File: src/rtl/im_loader.sv
// im_loader: UART (8N1) boot loader. It receives a framed program image and
// writes it word by word into instruction memory. The core is held in reset
// until the whole image has been written and its checksum has matched.
//
// Frame: 0xA5, LEN_LO, LEN_HI, 4*LEN payload bytes (little-endian words), CSUM
// where CSUM is the XOR of the payload bytes only.
//
// Parser states:
//   state       | meaning
//   ------------+------------------------------------------------------------
//   P_WAIT_SYNC | hunting for the 0xA5 sync byte; other bytes are dropped
//   P_LEN_LO    | next byte is the low byte of the word count
//   P_LEN_HI    | next byte is the high byte; range-check LEN
//   P_DATA      | assemble payload words, one memory write per 4 bytes
//   P_CSUM      | next byte must equal the running XOR of the payload
//   P_DONE      | image accepted, core released; RX ignored until rst
module im_loader #(
    parameter int CLKS_PER_BIT = 868,
    parameter int IMLEN        = 1024,
    parameter int IMALEN       = $clog2(IMLEN)
) (
    input  logic              clk,
    input  logic              rst,
    input  logic              i_rx,
    output logic              o_wvalid,
    output logic [IMALEN-1:0] o_waddr,
    output logic [31:0]       o_wdata,
    output logic              o_core_rst,
    output logic              o_done,
    output logic              o_err
);

    localparam int TW  = $clog2(CLKS_PER_BIT);
    localparam int WIW = IMALEN - 2;
    localparam logic [TW-1:0] T_FULL   = TW'(CLKS_PER_BIT - 1);
    localparam logic [TW-1:0] T_HALF   = TW'(CLKS_PER_BIT / 2 - 1);
    localparam logic [15:0]   MAX_WORDS = 16'(IMLEN / 4);

    typedef enum logic [1:0] {
        RX_IDLE,
        RX_START,
        RX_DATA,
        RX_STOP
    } rx_state_t;

    typedef enum logic [2:0] {
        P_WAIT_SYNC,
        P_LEN_LO,
        P_LEN_HI,
        P_DATA,
        P_CSUM,
        P_DONE
    } p_state_t;

    rx_state_t        rx_state;
    logic             rx_s1;
    logic             rx_s2;
    logic [TW-1:0]    timer;
    logic [2:0]       bit_cnt;
    logic [7:0]       rx_shift;
    logic             byte_valid;
    logic             stop_bad;

    p_state_t         p_state;
    logic [7:0]       len_lo;
    logic [15:0]      len_m1;
    logic [WIW-1:0]   word_idx;
    logic [1:0]       byte_cnt;
    logic [31:0]      word_asm;
    logic [7:0]       csum;
    logic [15:0]      len_full;
    logic [31:0]      word_next;

    // A low stop-bit sample is seen by the parser in the same cycle it is
    // taken, so o_err rises on the following edge.
    assign stop_bad  = (rx_state == RX_STOP) && (timer == '0) && !rx_s2;
    assign len_full  = {rx_shift, len_lo};
    assign word_next = {rx_shift, word_asm[31:8]};

    // RX front end: synchronizer, mid-bit sampling with a down-counting bit timer
    always_ff @(posedge clk) begin
        if (rst) begin
            rx_s1      <= 1'b1;
            rx_s2      <= 1'b1;
            rx_state   <= RX_IDLE;
            timer      <= '0;
            bit_cnt    <= '0;
            rx_shift   <= '0;
            byte_valid <= 1'b0;
        end else begin
            rx_s1      <= i_rx;
            rx_s2      <= rx_s1;
            byte_valid <= 1'b0;
            case (rx_state)
                RX_IDLE: begin
                    if (!rx_s2) begin
                        timer    <= T_HALF;
                        rx_state <= RX_START;
                    end
                end
                RX_START: begin
                    if (timer == '0) begin
                        if (rx_s2) begin
                            rx_state <= RX_IDLE;
                        end else begin
                            timer    <= T_FULL;
                            bit_cnt  <= '0;
                            rx_state <= RX_DATA;
                        end
                    end else begin
                        timer <= timer - TW'(1);
                    end
                end
                RX_DATA: begin
                    if (timer == '0) begin
                        rx_shift <= {rx_s2, rx_shift[7:1]};
                        timer    <= T_FULL;
                        bit_cnt  <= bit_cnt + 3'd1;
                        if (bit_cnt == 3'd7) begin
                            rx_state <= RX_STOP;
                        end
                    end else begin
                        timer <= timer - TW'(1);
                    end
                end
                RX_STOP: begin
                    if (timer == '0) begin
                        byte_valid <= rx_s2;
                        rx_state   <= RX_IDLE;
                    end else begin
                        timer <= timer - TW'(1);
                    end
                end
                default: rx_state <= RX_IDLE;
            endcase
        end
    end

    // Frame parser with registered memory-write and status outputs
    always_ff @(posedge clk) begin
        if (rst) begin
            p_state    <= P_WAIT_SYNC;
            len_lo     <= '0;
            len_m1     <= '0;
            word_idx   <= '0;
            byte_cnt   <= '0;
            word_asm   <= '0;
            csum       <= '0;
            o_wvalid   <= 1'b0;
            o_waddr    <= '0;
            o_wdata    <= '0;
            o_core_rst <= 1'b1;
            o_done     <= 1'b0;
            o_err      <= 1'b0;
        end else begin
            o_wvalid <= 1'b0;
            if (p_state == P_DONE) begin
                o_core_rst <= 1'b0;
                o_done     <= 1'b1;
            end else if (stop_bad) begin
                o_err   <= 1'b1;
                p_state <= P_WAIT_SYNC;
            end else if (byte_valid) begin
                case (p_state)
                    P_WAIT_SYNC: begin
                        if (rx_shift == 8'hA5) begin
                            p_state <= P_LEN_LO;
                        end
                    end
                    P_LEN_LO: begin
                        len_lo  <= rx_shift;
                        p_state <= P_LEN_HI;
                    end
                    P_LEN_HI: begin
                        len_m1   <= len_full - 16'd1;
                        word_idx <= '0;
                        byte_cnt <= '0;
                        csum     <= '0;
                        if (len_full > MAX_WORDS) begin
                            o_err   <= 1'b1;
                            p_state <= P_WAIT_SYNC;
                        end else if (len_full == 16'd0) begin
                            p_state <= P_CSUM;
                        end else begin
                            p_state <= P_DATA;
                        end
                    end
                    P_DATA: begin
                        word_asm <= word_next;
                        csum     <= csum ^ rx_shift;
                        byte_cnt <= byte_cnt + 2'd1;
                        if (byte_cnt == 2'd3) begin
                            o_wvalid <= 1'b1;
                            o_waddr  <= {word_idx, 2'b00};
                            o_wdata  <= word_next;
                            word_idx <= word_idx + WIW'(1);
                            if (16'(word_idx) == len_m1) begin
                                p_state <= P_CSUM;
                            end
                        end
                    end
                    P_CSUM: begin
                        if (rx_shift == csum) begin
                            p_state    <= P_DONE;
                            o_core_rst <= 1'b0;
                            o_done     <= 1'b1;
                        end else begin
                            o_err   <= 1'b1;
                            p_state <= P_WAIT_SYNC;
                        end
                    end
                    default: p_state <= P_WAIT_SYNC;
                endcase
            end
        end
    end

endmodule
File: config.mk
export PLATFORM = sky130hd
export DESIGN_NAME = im_loader
export DESIGN_NICKNAME = d
export VERILOG_FILES = /design/src/rtl/im_loader.sv
export SDC_FILE = /design/constraint.sdc
export NUM_CORES = 1
export LEC_CHECK = 0
export CAP_MARGIN = 20
export CORE_MARGIN = 3
export CORE_UTILIZATION = 40
export DETAILED_ROUTE_END_ITERATION = 10
export HOLD_SLACK_MARGIN = 0.06
export PLACE_DENSITY_LB_ADDON = 0.12
export SLEW_MARGIN = 20
export SYNTH_ARGS = -nofsm -noshare
export SYNTH_HDL_FRONTEND = slang
export SYNTH_SLANG_ARGS = --single-unit
File: constraint.sdc
create_clock -name clk -period 7 [get_ports clk]
set_clock_uncertainty 0.2 [all_clocks]
set_input_delay 0.7 -clock clk [delete_from_list [all_inputs] [get_ports clk]]
set_output_delay 0.7 -clock clk [all_outputs]
set_load 0.02 [all_outputs]
; Word-level counts from Yosys, hierarchy flattened
; Index checks and enable logic that the tools add are counted.
; W data, S select, Z words.
[totals]
wordCells = 136
inputBits = 3
register_bits = 147
output_inout_bits = 46
[op_classes]
bitwise_logic = 7
magnitude_cmp = 1
muxes = 46
n_eq_ne = 28
reduce_logical = 29
add_sub_neg = 5
[ops]
columns = cell, count
row1 = $mux W10, 5
row2 = $pmux W10 S4, 1
row3 = $mux W3, 11
row4 = $pmux W8 S2, 2
row5 = $reduce_and A5 Y1, 5
row6 = $reduce_and A4 Y1, 6
row7 = $ne A3 B3 Y1 const B, 6
row8 = $eq A8 B16 Y1, 1
row9 = $gt A16 B9 Y1 const B, 1
row10 = $logic_not A16 Y1, 1
row11 = $sub A16 B1 Y16 const B, 1
row12 = $mux W1, 15
row13 = $pmux W3 S5, 1
row14 = $ne A2 B2 Y1 const B, 7
row15 = $mux W2, 6
row16 = $reduce_bool A2 Y1, 6
row17 = $logic_not A10 Y1, 1
row18 = $sub A10 B1 Y10 const B, 1
row19 = $eq A3 B3 Y1 const B, 3
row20 = $add A8 B1 Y8 const B, 1
row21 = $eq A8 B8 Y1, 1
row22 = $eq A8 B8 Y1 const B, 1
row23 = $mux W8, 1
row24 = $pmux W2 S4, 1
row25 = other kinds (21), 31

; Logic depth before layout (Yosys ltp)
; Gate-level depths: netlist (run 1).
[depth]
word_depth = 6
depth_mapped = 10
ltp_nobuf = 7

; Least setup slack after synthesis (run 1)
; OpenSTA, ideal clock, no wires.
[synth_timing]
path_type = reg2reg
from = register timer[0]
to = register len_m1[11]
path_stages_with_launch = 10
period_less_slack_ns = 2.313
path_slack_ns = 4.687
n_path_buf = 2
t_arrival_ns = 2.028
cell_sequence = dfxtp_1 -> inv_1 -> ha_1 -> or4b_1 -> buf_6 -> o31ai_4 -> nor4_1 -> clkbuf_1 -> nor2_1 -> a211oi_1
[synth_via]
elab_chain_len = 5
[synth_rtl]
columns = item, line_no
row1 = start: declaration, 58  ; logic [TW-1:0] timer;
row2 = start signal: assignment, 111  ; timer <= timer - TW'(1);
row3 = start signal: assignment, 123  ; timer <= timer - TW'(1);
row4 = start signal: assignment, 131  ; timer <= timer - TW'(1);
row5 = $logic_not A10 Y1, 76  ; assign stop_bad = (rx_state == RX_STOP) && (timer == '0) && !rx_s2;
row6 = $logic_and A1 B1 Y1 (2 in series), 76
row7 = $not A1 Y1 (no line), -
row8 = $reduce_and A4 Y1 (no line), -
row9 = end signal: assignment, 175  ; len_m1 <= len_full - 16'd1;
row10 = end: declaration, 66  ; logic [15:0] len_m1;
; Every way passes these cells.
; A chain may end at the register's enable or synchronous reset.

; Worst setup path after layout (run 1)
[layout_timing]
from = register timer[0]
to = register word_asm[13]
[layout_via]
elab_chain_len = 5
[layout_rtl]
columns = item, line_no
row1 = $logic_not A10 Y1, 76
row2 = $logic_and A1 B1 Y1 (2 in series), 76
row3 = $not A1 Y1 (no line), -
row4 = $reduce_and A4 Y1 (no line), -
row5 = end signal: assignment, 189  ; word_asm <= word_next;
row6 = end: declaration, 69  ; logic [31:0] word_asm;
; Every way passes these cells.

==> results.md, run 1 <==
- Status: finished clean
- Largest cells by area after synthesis: dfxtp_1 (44%), nand2_1 (9.8%), a21oi_1 (8.2%)
- Vias: 5386
- Clock Sinks: 139
- P_leak: around 2.6 nW
- Max VDD drop: between 0.15 and 0.2 mV
- Router iterations before antenna repair: 5
- Post-synthesis average cell area: about 8.2 µm²
- Core footprint: 15300 µm²
- Fraction of layout cells with a size suffix above 1: 7.54%
- H-tree depth: 4
- DP Area: roughly 6800 µm²
- Library cells used by synthesis: 70
- Layout area overhead: 16.7%
- Power Total: around 0.0019 W
- Pin count of the biggest net entering global routing: 86
- First-pass GRT wire length: around 25 mm
- Post-Synthesis Cells: 769
- # setup viols final: 0
- Core Util, Final: roughly half
- Post CTS Setup Buffer Count: 0
- Antenna violations before repair: 0
- Top-Level Pins: 49
- Nets@finish: roughly 800
- DP Worst Slack: around 3700 ps
- Average via count per standard cell: roughly 5.3
- Grt total ovfl: 0
- Final hold vios: 0
- DRT antenna net count: 0
- Cts bufs inserted: 17
- Initial core utilization: between 40 and 50%
- Maximum clock rate: 0.304 GHz
- Number of synthesis warnings: 0
- Hold Buf Count CTS: 0
- Fin. max-slew vios: 0
- Die area: 17300 µm²
- Core Rows: between 40 and 50
- CP Class: flip-flop to flip-flop
- Vias in the first global route: 5012
- Data arrival, critical path: ~3400 ps
- Max incr delay on CP: slightly above 700 ps
- Final non-filler cell area: 7360 µm²
- IO Port Bufs: between 40 and 50
- Routability Congestion: 0.834
- Clock Pin Slew Worst Setup and Hold Paths: 60 ps
- Width of the die: between 100 and 150 µm
- Final Cycle Share: about 47%
- Worst hold path type: flip-flop to flip-flop
- Fraction of registers with async set/reset: 0%
- CP required: between 7000 and 8000 ps
- WP buf/inv: 1
- Clock Latency Late Sink: approximately 420 ps
- Total global-route track usage: ~17%
- Slowest stage cell, crit path: or4b_1
- Main synth FF type: dfxtp_1
- Longest Clk Path Bufs: 2
- Wire per inst: between 10 and 15 µm
- Routed wire length: roughly 15 mm
- DR iter-0 viols: roughly 320
- Cell breakdown of the critical path: inv_1 > ha_1 > or4b_1 > o31ai_4 > or2_1 > nand2_1 > a21oi_1
- Setup TNS Final: 0 ps
- Critical path endpoint category: flip-flop
- Post-CTS sizing: 0
- Root Driver: clkbuf_16
- Height of the die: around 130 µm
- Pwr per Cell Area: 258 nW/µm²
- Share of the synthesized area in the top cell type: between 40 and 50%
- Area leader, netlist: dfxtp_1
- Diodes inserted: 0
- Tightest Pin Transition: 866 ps
- Number of synthesized flops with an enable pin: 0
- Crit path time final: approximately 3300 ps
- CTS tree: built
- Drc violations: 0
- Cell family with most CP delay: simple AND/OR/NAND/NOR gates
- Post-DP HPWL: between 9 and 10 mm
- Worst-path maximum fanout: 24
- Mapped cell area: 6310 µm²
- RSZ-0062 raised after global routing: false
- Rel. slew slack: between 40 and 50%
- Most frequent cells in the layout: nand2_1 (164), dfxtp_1 (139), a21oi_1 (103)
- Crit path launch type: flip-flop
- Commonest non-fill, non-tap cell in the layout: nand2_1
- Post-synthesis register bit count: between 100 and 150
- Fraction of the yosys area taken by sequential cells: between 40% and 50%
- Worst setup margin: ~3700 ps
- Max-cap violation count: 0
worst register-to-register path: stages (launching register included):
cell,delay [ps]
dfxtp_1,340
inv_1,60
ha_1,230
or4b_1,720
o31ai_4,670
or2_1,700
nand2_1,120
a21oi_1,180
final timing paths:
path	startpoint	to	slack, ps	depth (start not counted)
worst max-delay path	timer[0]	word_asm[13]	3710	7
worst min-delay path	rx_s1	rx_s2	210	1
worst max register to register	timer[0]	word_asm[13]	3710	7
worst min register to register	rx_s1	rx_s2	210	1
per-layer routing:
layer / up-vias / global-route usage [%] / routed length, µm
met3: 15 / 3.75 / 506
li1: 2679 / - / -
met1: 2602 / 23.0 / 7070
met4: 0 / 5.13 / 167
met5: - / 0 / 0
met2: 90 / 27.9 / 7050
per-stage QoR:
step	std cells	hold slack, ps
floorplan	770	189
global placement	975	193
detailed placement	975	193
CTS	1007	208
global route	1007	226
finish	1007	209
synth_stat cells, types with 9 or more instances:
cell type,n
xnor2_1,21
nor3b_1,9
xor2_1,14
a211oi_1,15
ha_1,12
nand2_1,164
nand4_1,9
clkbuf_1,39
nand3_1,18
dfxtp_1,139
o21ai_0,20
nor3_1,11
mux2i_1,10
inv_1,15
a21oi_1,103
nor2_1,58
nor4_1,10
kinds of logic after synthesis:
group	Yosys count	share of synthesized area, %
buffers and inverters	73	5.46
adders and majority gates	12	2.38
DFF	139	44.1
other	1	0.0595
xor gates and xnor gates	35	4.86
and+or+nand+nor	322	23.8
muxes	10	1.59
AOI/OAI and AO/OA	177	17.8
final cells by class:
cell class | instances | area, µm²
Clock buffer | 17 | 425
Clock inverter | 15 | 130
Fill cell | 1514 | 7960
Inverter | 15 | 56.3
Multi-Input combinational cell | 558 | 3200
Sequential cell | 139 | 2780
Tap cell | 211 | 264
Timing Repair Buffer | 52 | 503
where the power goes:
part           internal (W)  switching, W
sequential         0.000806     0.0000228
clock              0.000465      0.000374
combinational     0.0000739      0.000157
total               0.00135      0.000554
state kept, by name, summed over array words and instances (netlist names), named ones only:
signal      count
word_idx        8
rx_s2           1
rx_state        1
word_asm       24
rx_shift        8
rx_s1           1
o_done          1
o_waddr         8
timer          10
byte_cnt        2
byte_valid      1
len_lo          8
o_err           1
csum            8
bit_cnt         3
p_state         3
len_m1         16
o_wvalid        1
o_wdata        32
o_core_rst      1
No activity file was read; power rests on OpenSTA's default activity.
==> inputs of run 2 (changes only) <==
==> constraint.sdc (replaced) <==
create_clock -name clk -period 2.9 [get_ports clk]
set_clock_uncertainty 0.2 [all_clocks]
set_input_delay 0.29 -clock clk [delete_from_list [all_inputs] [get_ports clk]]
set_output_delay 0.29 -clock clk [all_outputs]
set_load 0.02 [all_outputs]
==> results.md, run 2 (same netlist as run 1, synthesis figures left out) <==
- Status: finished clean
- Data arrival, critical path: 2760 ps (-660 ps)
- Global routing's busiest layer: met2
- Finished Layout Cells: 1023 (+1.6%)
- Diodes inserted: 0 (unchanged)
- M2 GR Usage: 29.5% (+1.6 points)
- Core footprint: 15300 µm² (unchanged)
- Slowest stage cell, crit path: or3b_2
- Router iterations before antenna repair: 4 (-1)
- Reg power frac: 42.6% (-1.1 points)
- Routability Congestion: 0.856 (+2.6%)
- Reg with most FFs: o_wdata
- Net Switching: 0.00133 W (+140%)
- Final Cycle Share: 92.0% (+45 points)
- Top-Level Pins: 49 (unchanged)
- Worst hold path type: primary input to flip-flop
- Cell family with most CP delay: simple AND/OR/NAND/NOR gates
- Fin. max-slew vios: 0 (unchanged)
- M3 GR Usage: 4.13% (+0.38 points)
- Routed wire length: 15.8 mm (+6.7%)
- Cts bufs inserted: 17 (unchanged)
- Height of the die: 132 µm (unchanged)
- Commonest non-fill, non-tap cell in the layout: nand2_1
- Post-CTS sizing: 0 (unchanged)
- P_leak: 2.68 nW (+4.3%)
- Root Driver: clkbuf_16
- CP Class: flip-flop to flip-flop
- Drc violations: 0 (unchanged)
- DRT antenna net count: 0 (unchanged)
- Tightest Pin Transition: 695 ps (-171 ps)
- Antenna violations before repair: 0 (unchanged)
- Maximum clock rate: 0.375 GHz (+23%)
- Grt total ovfl: 0 (unchanged)
- CP required: 2990 ps (-4150 ps)
- Crit path time final: 2670 ps (-619 ps)
- Max incr delay on CP: 550 ps (-170 ps)
- Most frequent cells in the layout: nand2_1 (164), dfxtp_1 (139), a21oi_1 (103)
- Max-cap violation count: 0 (unchanged)
- Max FFs per register: 32 (unchanged)
- RSZ-0062 raised after global routing: false
- Core Rows: 45 (unchanged)
- Clock Latency Late Sink: 410 ps (about the same)
- R2R Path Start: rx_state[0]
- End point of the worst hold path: len_lo[0]
- Combinational power share: 12.7% (+0.6 points)
- Final hold vios: 0 (unchanged)
- Average via count per standard cell: 5.24 (-2.0%)
- Switch share: 28.3% (-0.84 points)
- Initial core utilization: 41.2% (unchanged)
- Width of the die: 132 µm (unchanged)
- R2r setup slk: 230 ps (-3480 ps)
- # setup viols final: 0 (unchanged)
- Cell breakdown of the critical path: ha_1 > or3b_2 > o31ai_4 > or3_1 > mux2i_1 > nor2_1
- Hold path depth: 2 (+1)
- FF-to-FF End: len_lo[3]
- Pwr per Cell Area: 626 nW/µm² (+140%)
- Rel. slew slack: 53.5% (+11 points)
- Post CTS Setup Buffer Count: 0 (unchanged)
- Wire per inst: 15.4 µm (+5.1%)
- Vias in the first global route: 5128 (+2.3%)
- Pin count of the biggest net entering global routing: 55 (-36%)
- Vias: 5364 (-0.41%)
- Reg2reg path depth: 6 (-1)
- Clock Pin Slew Worst Setup and Hold Paths: 60 ps (about the same)
- Total global-route track usage: 18.6% (+1.4 points)
- HP Start: rst
- Clock Sinks: 139 (unchanged)
- Seq. cell area: 2780 µm² (unchanged)
- First-pass GRT wire length: 26.5 mm (+6.5%)
- H-tree depth: 4 (unchanged)
- Internal power: 0.00338 W (+150%)
- Fraction of layout cells with a size suffix above 1: 9.36% (+1.8 points)
- Hold Buf Count CTS: 0 (unchanged)
- Area of the multi-input gates: 3200 µm² (unchanged)
- Worst-path maximum fanout: 8 (-67%)
- Longest Clk Path Bufs: 2 (unchanged)
- Largest regs: o_wdata (32), word_asm (24), len_m1 (16)
- Layout area overhead: 19.3%
- DR iter-0 viols: 364 (+14%)
- Cell count after placement: 991 (+1.6%)
- Nets@finish: 814 (+2.0%)
- Max VDD drop: 0.447 mV (+160%)
- WP buf/inv: 0 (-1)
- Crit path launch type: flip-flop
- Die area: 17300 µm² (unchanged)
- GR Util met1: 25.6% (+2.7 points)
- Setup TNS Final: 0 ps (unchanged)
- Clock network power share: 44.8% (+0.6 points)
- Post-DP HPWL: 10.6 mm (+8.4%)
- IO Port Bufs: 46 (unchanged)
- CTS tree: built
- # fillers: 1508 (-0.40%)
- Critical path endpoint category: flip-flop
-- run 2: changes by cell type in the layout (fill, tap and decap cells not counted), moves of 2 or more --
cell        change
inv_8           -2
buf_4          +14
buf_12          +2
clkinv_4        +4
inv_6           -2
clkinvlp_4      -3
-- run 2: worst max path at each step --
stage | startpoint | slack [ps] | cells past startpoint | end
3_5_place_dp | timer[0] | 250 | 8 | len_lo[3]
6_report | rx_state[0] | 230 | 6 | len_lo[3]
4_1_cts | timer[0] | 240 | 8 | len_lo[3]
2_1_floorplan | timer[0] | 590 | 9 | len_m1[12]
3_3_place_gp | timer[0] | 320 | 8 | len_lo[2]
5_1_grt | timer[0] | 30 | 8 | len_lo[6]
-- run 2: power by group through the flow --
stage | combinational, W | clock (W) | sequential [W]
after floorplan | 0.000504 | 0 | 0.00202
after global placement | 0.000590 | 0 | 0.00204
after detailed placement | 0.000595 | 0 | 0.00204
after CTS | 0.000596 | 0.00216 | 0.00200
after global routing | 0.000662 | 0.00225 | 0.00201
final | 0.000596 | 0.00211 | 0.00201
-- run 2: through the flow --
| stage | total power (W) | cell area, µm² | utilization [%] | hold slack (ps) | worst slack [ps] |
|---|---|---|---|---|---|
| 2_1_floorplan | 0.00253 | 6310 | - | 189 | 587 |
| 3_3_place_gp | 0.00263 | 6950 | 45.4 | 190 | 319 |
| 5_1_grt | 0.00492 | 7520 | 49.1 | 107 | 29.0 |
| 4_1_cts | 0.00476 | 7520 | 49.1 | 83.3 | 243 |
| 3_5_place_dp | 0.00264 | 6950 | 45.4 | 196 | 252 |
| 6_report | 0.00471 | 7520 | 49.1 | 103 | 231 |
-- run 2: layout make-up --
cell class                 instances  share of cell area, %
timing repair buffer              68                   8.61
sequential                       139                   37.0
inverter                          15                  0.748
tap                              211                   3.51
clock buffer                      18                   5.84
clock inverter                    14                   1.83
multi-input combinational        558                   42.5
-- run 2: per-layer routing --
layer,share of wire (%),up-vias
met5,0,-
met2,47,75
met1,49,2576
met3,2.8,13
met4,1.0,0
li1,-,2700
-- run 2: worst reg2reg max path: stages (launching register included) --
cell and delay, ps:
dfxtp_1 440, ha_1 310, or3b_2 550, o31ai_4 310
or3_1 430, mux2i_1 250, nor2_1 60
==> inputs of run 3 (changes only) <==
--- a/config.mk
+++ b/config.mk
@@ -11,6 +11,7 @@
 export DETAILED_ROUTE_END_ITERATION = 10
 export HOLD_SLACK_MARGIN = 0.06
 export PLACE_DENSITY_LB_ADDON = 0.12
+export SKIP_LAST_GASP = 1
 export SLEW_MARGIN = 20
 export SYNTH_ARGS = -nofsm -noshare
 export SYNTH_HDL_FRONTEND = slang
==> results of run 3 <==
Final layout, timing and power as in run 2 (identical DEF).
